File: config.mk
export PLATFORM = sky130hd
export DESIGN_NAME = wb_stage
export DESIGN_NICKNAME = d
export VERILOG_FILES = /design/src/rtl/wb_stage.sv
export SDC_FILE = /design/constraint.sdc
export NUM_CORES = 1
export LEC_CHECK = 0
export ABC_AREA = 1
export ABC_CLOCK_PERIOD_IN_PS = 2200
export BUFFER_PORTS_ARGS = -buffer_cell sky130_fd_sc_hd__buf_2
export CAP_MARGIN = 15
export CORE_MARGIN = 1.5
export CORE_UTILIZATION = 45
export CTS_BUF_LIST = sky130_fd_sc_hd__clkbuf_4 sky130_fd_sc_hd__clkbuf_8 sky130_fd_sc_hd__clkbuf_16
export DETAILED_ROUTE_END_ITERATION = 10
export HOLD_SLACK_MARGIN = 0.08
export PLACE_DENSITY_LB_ADDON = 0.05
export SYNTH_ARGS = -nofsm -noshare
export SYNTH_HDL_FRONTEND = slang
export SYNTH_SLANG_ARGS = --single-unit
File: constraint.sdc
create_clock -name clk -period 2.2 [get_ports clk]
set_clock_uncertainty 0.2 [all_clocks]
set_input_delay 0.22 -clock clk [delete_from_list [all_inputs] [get_ports clk]]
set_output_delay 0.22 -clock clk [all_outputs]
set_load 0.05 [all_outputs]
File: src/rtl/wb_stage.sv
// wb_stage: MEM/WB pipeline register with load alignment/extension and writeback select.
// Optional retired-instruction counter (output instret) is enabled by defining WB_RETIRE_CNT_EN.
module wb_stage #(
    parameter int XLEN = 32,
    localparam int OFS_W = $clog2(XLEN / 8)
) (
    input  logic            clk,
    input  logic            rst_n,
    input  logic            stall,
    input  logic            flush,
    input  logic            in_valid,
    input  logic            in_regwrite,
    input  logic [4:0]      in_rd,
    input  logic [1:0]      in_wb_sel,
    input  logic [2:0]      in_funct3,
    input  logic [XLEN-1:0] mem_rdata,
    input  logic [XLEN-1:0] alu,
    input  logic [XLEN-1:0] pc_add4,
    input  logic [XLEN-1:0] aux,
    output logic            wb_valid,
    output logic            wb_we,
    output logic [4:0]      wb_rd,
    output logic [XLEN-1:0] wb_data,
`ifdef WB_RETIRE_CNT_EN
    output logic [63:0]     instret,
`endif
    output logic            wb_misalign
);
    logic [OFS_W-1:0] ofs;
    logic [XLEN-1:0]  sh, ld, nxt_data;
    logic [1:0]       sz;
    logic             uns, mis, nxt_mis;
    logic             valid_q, regwrite_q, misalign_q;
    logic [4:0]       rd_q;
    logic [XLEN-1:0]  data_q;

    // Shift the addressed lane to bit 0, then size/sign-extend; sz: 0 byte, 1 half, 2 word, 3 dword.
    always_comb begin
        ofs      = alu[OFS_W-1:0];
        sh       = mem_rdata >> {ofs, 3'b000};
        sz       = in_funct3[1:0] == 2'b00 ? 2'd0 :
                   in_funct3[1:0] == 2'b01 ? 2'd1 :
                   (XLEN == 64 && in_funct3 == 3'b011) ? 2'd3 : 2'd2;
        uns      = in_funct3 == 3'b100 || in_funct3 == 3'b101 || (XLEN == 64 && in_funct3 == 3'b110);
        mis      = sz == 2'd1 ? ofs[0] : sz == 2'd2 ? |ofs[1:0] : sz == 2'd3 ? |ofs : 1'b0;
        ld       = sz == 2'd0 ? (uns ? XLEN'(sh[7:0])  : XLEN'($signed(sh[7:0]))) :
                   sz == 2'd1 ? (uns ? XLEN'(sh[15:0]) : XLEN'($signed(sh[15:0]))) :
                   sz == 2'd2 ? (uns ? XLEN'(sh[31:0]) : XLEN'($signed(sh[31:0]))) : sh;
        nxt_mis  = in_wb_sel == 2'b00 && mis;
        nxt_data = nxt_mis ? '0 :
                   in_wb_sel == 2'b00 ? ld :
                   in_wb_sel == 2'b01 ? alu :
                   in_wb_sel == 2'b10 ? pc_add4 : aux;
    end

    // WB register: payload holds on stall; flush always kills the valid bit.
    always_ff @(posedge clk or negedge rst_n) begin
        if (!rst_n) begin
            valid_q    <= 1'b0;
            regwrite_q <= 1'b0;
            misalign_q <= 1'b0;
            rd_q       <= '0;
            data_q     <= '0;
        end else begin
            if (!stall) begin
                regwrite_q <= in_regwrite;
                misalign_q <= nxt_mis;
                rd_q       <= in_rd;
                data_q     <= nxt_data;
            end
            valid_q <= flush ? 1'b0 : stall ? valid_q : in_valid;
        end
    end

    assign wb_valid    = valid_q;
    assign wb_we       = valid_q & regwrite_q & (rd_q != 5'd0) & ~misalign_q;
    assign wb_rd       = rd_q;
    assign wb_data     = data_q;
    assign wb_misalign = valid_q & misalign_q;

`ifdef WB_RETIRE_CNT_EN
    logic stall_q;

    // Count each live, trap-free instruction once: held (stalled) cycles are skipped via stall_q.
    always_ff @(posedge clk or negedge rst_n) begin
        if (!rst_n) begin
            stall_q <= 1'b0;
            instret <= '0;
        end else begin
            stall_q <= stall;
            instret <= instret + 64'(valid_q & ~misalign_q & ~stall_q);
        end
    end
`endif
endmodule

==> results.py, run 1 <==
metrics = {
    "finish": {
        "synthToLayoutAreaGrowth_pct": 36.1,
        "antenna-diode-count": 0,
        "fin_cells": 801,
        "layout.cell_area.non_filler_mm2": 0.00437,
        "filler_cell_count": 689,
        "seqCellArea_mm2": 0.00100,
        "core_util_final_pct": 64.0,
        "fin_nets": 848,
        "post_route_cells_drive_above_1_share_pct": 30.6,
        "leading_cell_type_in_the_layout_fill_and_taps_excluded": "nand2_1",
        "multiInputGateArea_mm2": 0.00191,
        "mostFrequentLayoutCells": "nand2_1 (200), buf_2 (183), nand3_1 (63)",
    },
    "synthesis": {
        "mean_syn_cell_area_um2": 6.07,
        "synth.ff_latch_count": 40,
        "synth_cells": 529,
        "syn_nets": 673,
        "yosysWarningCount": 0,
        "synth_area_mm2": 0.00321,
        "synth_sequential_area_ratio_pct": 31.2,
        "yosys.cell_types.count": 27,
    },
    "die": {
        "io_pins": 184,
        "die_w_um": 87.5,
        "core_area_mm2": 0.00683,
        "floorplan.initialDensity_pct": 47.0,
        "die-area_mm2": 0.00765,
        "rows": 30,
        "floorplan.die.height_um": 87.5,
    },
    "pwr": {
        "power_report.internal_total_w": 0.00149,
        "pwr_density_cell_mw_per_mm2": 577,
        "static-leakage-power_nw": 2.46,
        "switchingPower_w": 0.00103,
        "power_switching_share_pct": 40.8,
        "power.share.combinational_pct": 41.7,
        "sequentialPowerShare_pct": 34.8,
        "power.share.clock_pct": 23.6,
        "irDropWorstVdd_v": 0.000303,
    },
    "routing": {
        "antenna_left": 0,
        "detailedRoute.firstIterationViolations": 233,
        "wirelength_mm": 11.0,
        "drc": 0,
        "dr.pass1.iters": 5,
        "vias": 4075,
        "wl_per_instance_um": 13.8,
        "route.detailed.vias_per_inst": 5.09,
    },
    "placed_design": {
        "dpl.cell_count": 782,
        "placement.io_buffers": 183,
        "gpl_wtd_cong": 0.954,
        "detailed_place.area_mm2": 0.00415,
        "detailedPlacementHpwl_mm": 8.53,
    },
    "sta": {
        "grt_setup_unrepaired": "false",
        "finalCriticalPeriod_ps": 1690,
        "slew_margin_rel_pct": 41.4,
        "setup_viol": 0,
        "maxClockFrequency_ghz": 0.593,
        "period_share_pct": 76.6,
        "final-hold-violation-count": 0,
        "maxSlewViolCount": 0,
        "worstMarginPinSlew_ps": 880,
        "setup-tns-final_ps": 0,
    },
    "grt": {
        "global_route.usage.total_pct": 28.7,
        "grt_util_met2_pct": 48.5,
        "first_global_vias": 3713,
        "grt_overflow_total": 0,
        "use_met3_pct": 3.89,
        "grt_antenna_before_repair": 0,
        "global_route_wire_length_before_repair_mm": 17.1,
        "global_route.usage.met1_pct": 38.7,
        "grt.busiest_layer": "met2",
        "grt_max_degree": 41,
    },
    "clock_tree": {
        "numClockSinks": 40,
        "clock_tree.root_cell": "clkbuf_8",
        "cts_resized": 0,
        "cts.clk_slew.worst_paths_ps": 70,
        "cts.repair_timing.setup_buffer_count": 0,
        "clock_tree.buffer_depth": 2,
        "cts.hold.buffers_added": 11,
        "htreeDepth": 2,
        "tritoncts": "done",
        "worst_skew_pair.late_latency_ps": 280,
        "numCtsBuffers": 5,
    },
    "status": {
        "run_status": "finished clean",
    },
    "worst_setup_path": {
        "start_kind": "register",
        "cp_max_fo": 3,
        "timing.critical_path.required_ps": 1780,
        "ff2ff_path_depth": 3,
        "timing.critical_path.to_type": "output port",
        "crit_arrival_ps": 1270,
        "ws_path_type": "register to output port",
        "reg2reg_setup_slack_ps": 750,
    },
    "hold_path": {
        "hold-path-cell-count": 5,
        "min_path_type": "primary input to register",
    },
    "run": {
        "drv_cap": 0,
    },
}
per-stage QoR:
step	setup WS [ps]	hold slack, ps	total power [W]
after global routing	408	98.8	0.00267
final	514	87.8	0.00252
after detailed placement	251	187	0.00192
after CTS	488	82.6	0.00254
after floorplan	577	-276	0.00158
after global placement	318	187	0.00191
synthesized netlist by cell type:
| library cell | instances | area, um2 |
|---|---|---|
| o21ai_0 | 57 | 285 |
| a21oi_1 | 42 | 210 |
| nor2_8 | 1 | 20.0 |
| buf_1 | 1 | 3.75 |
| buf_2 | 11 | 55.1 |
| inv_2 | 7 | 26.3 |
| nand2_2 | 3 | 18.8 |
| o31ai_1 | 6 | 45.0 |
| o211ai_1 | 7 | 52.6 |
| clkinv_1 | 1 | 3.75 |
| nand3_1 | 63 | 315 |
| buf_4 | 3 | 22.5 |
| nand2_4 | 2 | 22.5 |
| clkbuf_2 | 1 | 5.00 |
| nor2_1 | 19 | 71.3 |
| nor3_1 | 4 | 20.0 |
| and2_1 | 1 | 6.26 |
| o21ai_1 | 1 | 5.00 |
| nand4_1 | 8 | 50.1 |
| buf_6 | 1 | 11.3 |
| a2bb2oi_1 | 1 | 8.76 |
| clkbuf_1 | 18 | 67.6 |
| nand2_1 | 200 | 751 |
| nor2_4 | 2 | 22.5 |
| inv_1 | 28 | 105 |
| dfrtp_1 | 40 | 1000 |
| nor2_2 | 1 | 6.26 |
final cells by class:
cell class	count	share of cell area, %
repair buffers	203	25.0
clock inverters	2	0.801
well taps	96	2.75
flip-flops and latches	40	22.9
multi-input cells	418	43.7
inverters	36	3.09
clock buffers	6	1.75
final timing paths:
kind                          endpoint   startpoint
max in group asynchronous   wb_data[4]        rst_n
min in group asynchronous  wb_data[12]        rst_n
setup / recovery                 wb_we     wb_rd[3]
setup reg to reg              wb_valid     wb_valid
hold reg to reg            wb_data[16]  wb_data[16]
hold / removal              wb_data[6]   pc_add4[6]
worst max-delay path, cell delays in order, from the launching register on:
cell and delay (ps):
dfrtp_1 390, nor3_1 210, nand2_1 80, nand4_1 70, inv_1 40, buf_2 200
registers in the layout, summed over array words and instances (netlist names):
name,count
misalign_q,1
wb_rd,5
wb_valid,1
regwrite_q,1
wb_data,32
metal layers:
layer / vias up / share of wire [%] / wire (um)
met2: 180 / 47 / 5210
li1: 2086 / - / -
met3: 14 / 7.7 / 846
met4: 0 / 1.4 / 150
met5: - / 0 / 0
met1: 1795 / 44 / 4830
cells by family (layout without fill, tap and decap cells):
logic type / count (synthesis) / after routing / share of synthesized area [%]
and+or+nand+nor: 304 / 304 / 40.6
AOI/OAI and AO/OA: 114 / 114 / 18.9
buffers and inverters: 71 / 247 / 9.35
DFF: 40 / 40 / 31.2
power groups by stage:
stage,clock [W],combinational (W),sequential [W]
CTS,0.000610,0.00105,0.000878
global route,0.000640,0.00114,0.000889
global placement,0,0.00102,0.000888
finish,0.000594,0.00105,0.000878
detailed placement,0,0.00103,0.000891
floorplan,0,0.000375,0.00121
No activity file was read; power rests on OpenSTA's default activity.
==> inputs of run 2 (changes only) <==
ABC_AREA = 0   (was 1)
ABC_CLOCK_PERIOD_IN_PS = 1550   (was 2200)
CORE_UTILIZATION = 40   (was 45)
clock period = 1.55 ns   (was 2.2 ns; I/O delays follow)
==> run 2 against run 1 <==
The run now ends with setup timing left. Sequential power increased by 44%. Critical path depth shrank 1. Final cell count shrank 18%. Largest power group unchanged. Synthesized cell count down 37%. Sequential share of layout area down 2.1 points. Global-route usage is 1.4 points lower. Utilization is 2.0 points higher. Total power rose by 49%. Register-to-register slack got worse by 660 ps.
==> results.py, run 2 <==
metrics = {
    "worst_setup_path": {
        "critPathMaxStageDelay_ps": 550,
        "start_kind": "register",
        "cp_max_fo": 2,
        "reg2reg_from": "wb_valid",
        "timing.critical_path.required_ps": 1190,
        "worst_setup_path_startpoint": "wb_rd[4]",
        "path_cells": "or4_4 -> nor2_4 -> nor3_4 -> buf_6",
        "crit_arrival_ps": 1550,
        "ws_path_type": "register to output port",
        "timing.critical_path.to_type": "output port",
        "slowest_stage": "or4_4",
    },
    "finish": {
        "largest_register_ffs": 32,
        "synthToLayoutAreaGrowth_pct": 58.0,
        "antenna-diode-count": 0,
        "mostFrequentLayoutCells": "buf_2 (179), nand2_1 (50), mux2i_1 (48)",
        "filler_cell_count": 680,
        "post_route_cells_drive_above_1_share_pct": 44.9,
        "fin_nets": 704,
        "layout.cell_area.non_filler_mm2": 0.00481,
        "leading_cell_type_in_the_layout_fill_and_taps_excluded": "buf_2",
    },
    "clock_tree": {
        "clock_tree.buffer_depth": 2,
        "numCtsBuffers": 5,
        "numClockSinks": 40,
        "clock_tree.root_cell": "clkbuf_8",
        "tritoncts": "done",
        "cts.clk_slew.worst_paths_ps": 80,
        "worst_skew_pair.late_latency_ps": 290,
        "htreeDepth": 2,
    },
    "grt": {
        "grt_max_degree": 66,
        "grt_overflow_total": 0,
        "first_global_vias": 3550,
        "global_route_wire_length_before_repair_mm": 17.7,
        "global_route.usage.total_pct": 27.3,
        "grt_antenna_before_repair": 0,
    },
    "synthesis": {
        "synth.ff_latch_count": 40,
        "yosysWarningCount": 0,
        "synth_top_area_share_pct": 32.9,
        "yosys.cell_types.count": 39,
        "synth-edff-count": 0,
        "post_synth_main_area_contributors": "dfrtp_1 (33%), mux2i_1 (16%), o2111ai_1 (6.3%)",
        "synth_sequential_area_ratio_pct": 32.9,
        "synth_area_mm2": 0.00305,
        "synth_cells": 331,
        "synthFlopType": "dfrtp_1",
        "synthArstFlopShare_pct": 100,
        "syn_nets": 475,
        "synth.most_common_cell": "nand2_1",
        "mean_syn_cell_area_um2": 9.20,
        "post-synth-top-area-cell": "dfrtp_1",
        "yosys-top-cells-count": "nand2_1 (50), mux2i_1 (48), dfrtp_1 (40), a22oi_1 (23), o2111ai_1 (22)",
    },
    "sta": {
        "setup_ws_ps": -359,
        "maxSlewViolCount": 0,
        "worstMarginPinSlew_ps": 645,
        "slew_margin_rel_pct": 56.9,
        "maxClockFrequency_ghz": 0.524,
        "finalCriticalPeriod_ps": 1910,
        "period_share_pct": 123,
        "final-hold-violation-count": 0,
        "setup_viol": 1,
        "grt_setup_unrepaired": "true",
    },
    "status": {
        "failed_checks": "setup timing",
        "run_status": "finished with violations",
    },
    "placed_design": {
        "detailedPlacementHpwl_mm": 8.25,
        "place_worst_setup_slack_ps": -309,
        "detailed_place.area_mm2": 0.00433,
        "placement.io_buffers": 183,
        "gpl_wtd_cong": 0.820,
    },
    "pwr": {
        "irDropWorstVdd_v": 0.000370,
        "finalPower_w": 0.00377,
        "static-leakage-power_nw": 2.38,
        "pwr_density_cell_mw_per_mm2": 784,
    },
    "die": {
        "die_w_um": 90.3,
        "floorplan.die.height_um": 90.3,
        "die-area_mm2": 0.00815,
        "io_pins": 184,
        "rows": 31,
        "floorplan.initialDensity_pct": 41.8,
        "core_area_mm2": 0.00729,
    },
    "hold_path": {
        "min_path_type": "primary input to asynchronous set/reset pin",
    },
    "routing": {
        "wirelength_mm": 11.1,
        "drc": 0,
        "route.detailed.vias_per_inst": 5.44,
        "detailedRoute.firstIterationViolations": 168,
        "antenna_left": 0,
        "vias": 3592,
        "wl_per_instance_um": 16.8,
        "dr.pass1.iters": 4,
    },
    "run": {
        "drv_cap": 0,
    },
}
run 2: cell count changes after synthesis, moves of 22 or more:
cell,change
mux2i_1,+48
a21oi_1,-32
o2111ai_1,+22
nand3_1,-61
a22oi_1,+23
inv_1,-26
nand2_1,-150
o21ai_0,-57
run 2: per-stage QoR:
| stage | utilization (%) | hold WS [ps] | cells | TNS (ps) |
|---|---|---|---|---|
| 2_1_floorplan | - | -341 | 331 | -1740 |
| 3_3_place_gp | 59.4 | -148 | 620 | -5660 |
| 3_5_place_dp | 59.4 | -149 | 620 | -6590 |
| 4_1_cts | 65.7 | 80.5 | 660 | -397 |
| 5_1_grt | 66.0 | 87.8 | 660 | -420 |
| 6_report | 66.0 | 65.1 | 660 | -359 |
run 2: area by class of cell:
type	count	area (um2)	share of cell area (%)
inverter	3	11.3	0.234
multi-input combinational	255	1930	40.1
sequential	40	1000	20.8
tap	99	124	2.57
timing repair buffer	255	1630	33.8
clock buffer	6	82.6	1.72
clock inverter	2	38.8	0.806
run 2: critical path: cells and delay by family, from the launching register on:
family	cells	cell delay, ps
AND/OR/NAND/NOR	3	710
buffers and inverters	1	150
flip-flops	1	390
run 2: logic make-up (layout without fill, tap and decap cells):
logic type	Yosys count	after routing	synth area share, %
muxes	64	64	22.1
and+or+nand+nor	88	88	12.7
AOI/OAI and AO/OA	103	103	27.4
buffers and inverters	36	266	5.05
DFF	40	40	32.9
run 2: final timing paths:
| path | end | slack (ps) | cells past startpoint |
|---|---|---|---|
| worst max-delay path | wb_we | -360 | 4 |
| worst min-delay path | wb_valid | 70 | 2 |
| worst max register to register | wb_valid | 90 | 3 |
| worst min register to register | wb_data[7] | 280 | 2 |
| max in group asynchronous | wb_data[7] | 530 | 3 |
| min in group clk | wb_data[29] | 80 | 3 |
run 2: power breakdown:
part           switching (W)  internal [W]
logic               0.000982      0.000617
clock network       0.000383      0.000527
registers          0.0000885       0.00117
run 2: what timing repair did:
action,CTS,global route
hold buffers,32,0
resized for setup,5,5
pin swaps,3,2
hold endpoints to repair,66,0
gates cloned,0,0
setup buffers,0,1
setup endpoints to repair,1,29
run 2: per-layer routing:
layer	vias to the layer above	global-route usage (%)	wire (um)
li1	1745	-	-
met1	1686	35.2	4760
met2	147	46.7	5560
met3	14	4.29	612
met4	0	8.73	174
met5	-	0	0
==> inputs of run 3 (changes only) <==
ABC_AREA = 1   (was 0)
CORE_UTILIZATION = 41   (was 40)
==> run 3 against run 2 <==
The flow still finishes with violations (setup timing). Register-to-register slack hardly changed. Global-route usage rose by 2.7 points. Total power grew 0.21%. First-iteration DRC count up 58%. Sequential cell count unchanged. Wire length up 12%. Clock-buffer cell count unchanged. Maximum frequency up 22%. Final area increased by 4.1%. Clock power is 4.9% lower. Die area increased by 2.8%.
==> results.py, run 3 (synthesis gave the netlist of run 1 again) <==
metrics = {
    "status": {
        "run_status": "finished with violations",
        "failed_checks": "setup timing",
    },
    "routing": {
        "vias": 4462,
        "wirelength_mm": 12.5,
        "antenna_left": 0,
        "route.detailed.vias_per_inst": 5.14,
        "dr.pass1.iters": 5,
        "detailedRoute.firstIterationViolations": 265,
        "wl_per_instance_um": 14.4,
        "drc": 0,
    },
    "grt": {
        "grt_antenna_before_repair": 0,
        "global_route_wire_length_before_repair_mm": 19.9,
        "global_route.usage.total_pct": 29.9,
        "grt_max_degree": 41,
        "grt_overflow_total": 0,
        "first_global_vias": 4235,
    },
    "finish": {
        "filler_cell_count": 704,
        "mostFrequentLayoutCells": "nand2_1 (200), buf_2 (182), nand3_1 (63)",
        "leading_cell_type_in_the_layout_fill_and_taps_excluded": "nand2_1",
        "layout.cell_area.non_filler_mm2": 0.00501,
        "antenna-diode-count": 0,
        "fin_nets": 909,
        "synthToLayoutAreaGrowth_pct": 55.9,
        "core_util_final_pct": 65.5,
        "post_route_cells_drive_above_1_share_pct": 31.9,
        "largest_register_ffs": 32,
    },
    "sta": {
        "setup-tns-final_ps": -15.8,
        "grt_setup_unrepaired": "true",
        "final-hold-violation-count": 0,
        "period_share_pct": 101,
        "slew_margin_rel_pct": 66.0,
        "setup_ws_ps": -15.8,
        "finalCriticalPeriod_ps": 1570,
        "maxClockFrequency_ghz": 0.639,
        "maxSlewViolCount": 0,
        "setup_viol": 1,
        "worstMarginPinSlew_ps": 509,
    },
    "worst_setup_path": {
        "ws_path_type": "register to output port",
        "start_kind": "register",
        "path_cells": "nor3_2 -> nand2_1 -> nand4_1 -> inv_1 -> buf_6",
        "timing.critical_path.required_ps": 1190,
        "slowest_stage": "dfrtp_1",
        "critPathMaxStageDelay_ps": 390,
        "reg2reg_setup_slack_ps": 80,
        "crit_arrival_ps": 1210,
        "cp_max_fo": 2,
        "timing.critical_path.to_type": "output port",
    },
    "die": {
        "rows": 32,
        "die-area_mm2": 0.00837,
        "core_area_mm2": 0.00765,
        "floorplan.die.height_um": 91.5,
        "io_pins": 184,
        "floorplan.initialDensity_pct": 42.0,
        "die_w_um": 91.5,
    },
    "clock_tree": {
        "numCtsBuffers": 5,
        "tritoncts": "done",
        "cts.clk_slew.worst_paths_ps": 80,
        "clock_tree.root_cell": "clkbuf_8",
        "numClockSinks": 40,
        "htreeDepth": 2,
        "worst_skew_pair.late_latency_ps": 290,
        "clock_tree.buffer_depth": 2,
    },
    "pwr": {
        "static-leakage-power_nw": 2.75,
        "finalPower_w": 0.00378,
        "irDropWorstVdd_v": 0.000501,
        "pwr_density_cell_mw_per_mm2": 755,
    },
    "placed_design": {
        "detailedPlacementHpwl_mm": 9.19,
        "detailed_place.area_mm2": 0.00439,
        "gpl_wtd_cong": 0.974,
        "placement.io_buffers": 183,
    },
    "run": {
        "drv_cap": 0,
    },
    "hold_path": {
        "min_path_type": "primary input to register",
    },
}
==> run 3: critical path: cells and delay by family, from the launching register on <==
family,cells,cell delay (ps)
flip-flops,1,390
buffers and inverters,2,210
AND/OR/NAND/NOR,3,330
==> run 3: final timing paths <==
path	cells after the start	endpoint	startpoint
setup / recovery	5	wb_we	wb_rd[4]
hold / removal	5	wb_data[20]	pc_add4[20]
setup reg to reg	3	wb_valid	wb_valid
hold reg to reg	2	wb_data[21]	wb_data[21]
max in group asynchronous	3	wb_data[27]	rst_n
min in group asynchronous	2	wb_data[9]	rst_n
==> run 3: area by class of cell <==
cell class              instances  area, um2  share of cell area (%)
clock buffers                   6       76.3                    1.52
well taps                     102        128                    2.55
multi-input cells             418       1920                    38.4
flip-flops and latches         40       1000                    20.0
repair buffers                264       1710                    34.2
clock inverters                 2       35.0                   0.700
inverters                      36        135                    2.70
==> run 3: layer usage <==
metal	vias to the layer above	GRT usage (%)	wire [um]
li1	2209	-	-
met1	1993	39.8	5350
met2	220	48.9	5840
met3	40	4.19	855
met4	0	11.7	428
met5	-	0	0
==> run 3: metrics by stage <==
stage | std cells | hold WS [ps] | setup WS [ps]
2_1_floorplan | 529 | -341 | 8.77
3_3_place_gp | 810 | -46.6 | -1.14
3_5_place_dp | 810 | -44.4 | -65.9
4_1_cts | 867 | 82.2 | -19.3
5_1_grt | 868 | 116 | -86.5
6_report | 868 | 85.7 | -15.8
==> run 3: what timing repair did <==
action,4_1_cts,5_1_grt
hold endpoints to repair,66,0
resized for setup,3,1
endpoints found under the setup margin,1,2
hold buffers,47,0
setup buffers,2,1
pin swaps,2,0
==> run 3: report_power, final <==
group | internal [W] | switching, W
Combinational | 0.000581 | 0.00108
Sequential | 0.00117 | 0.0000775
Clock | 0.000496 | 0.000369
Total | 0.00225 | 0.00153
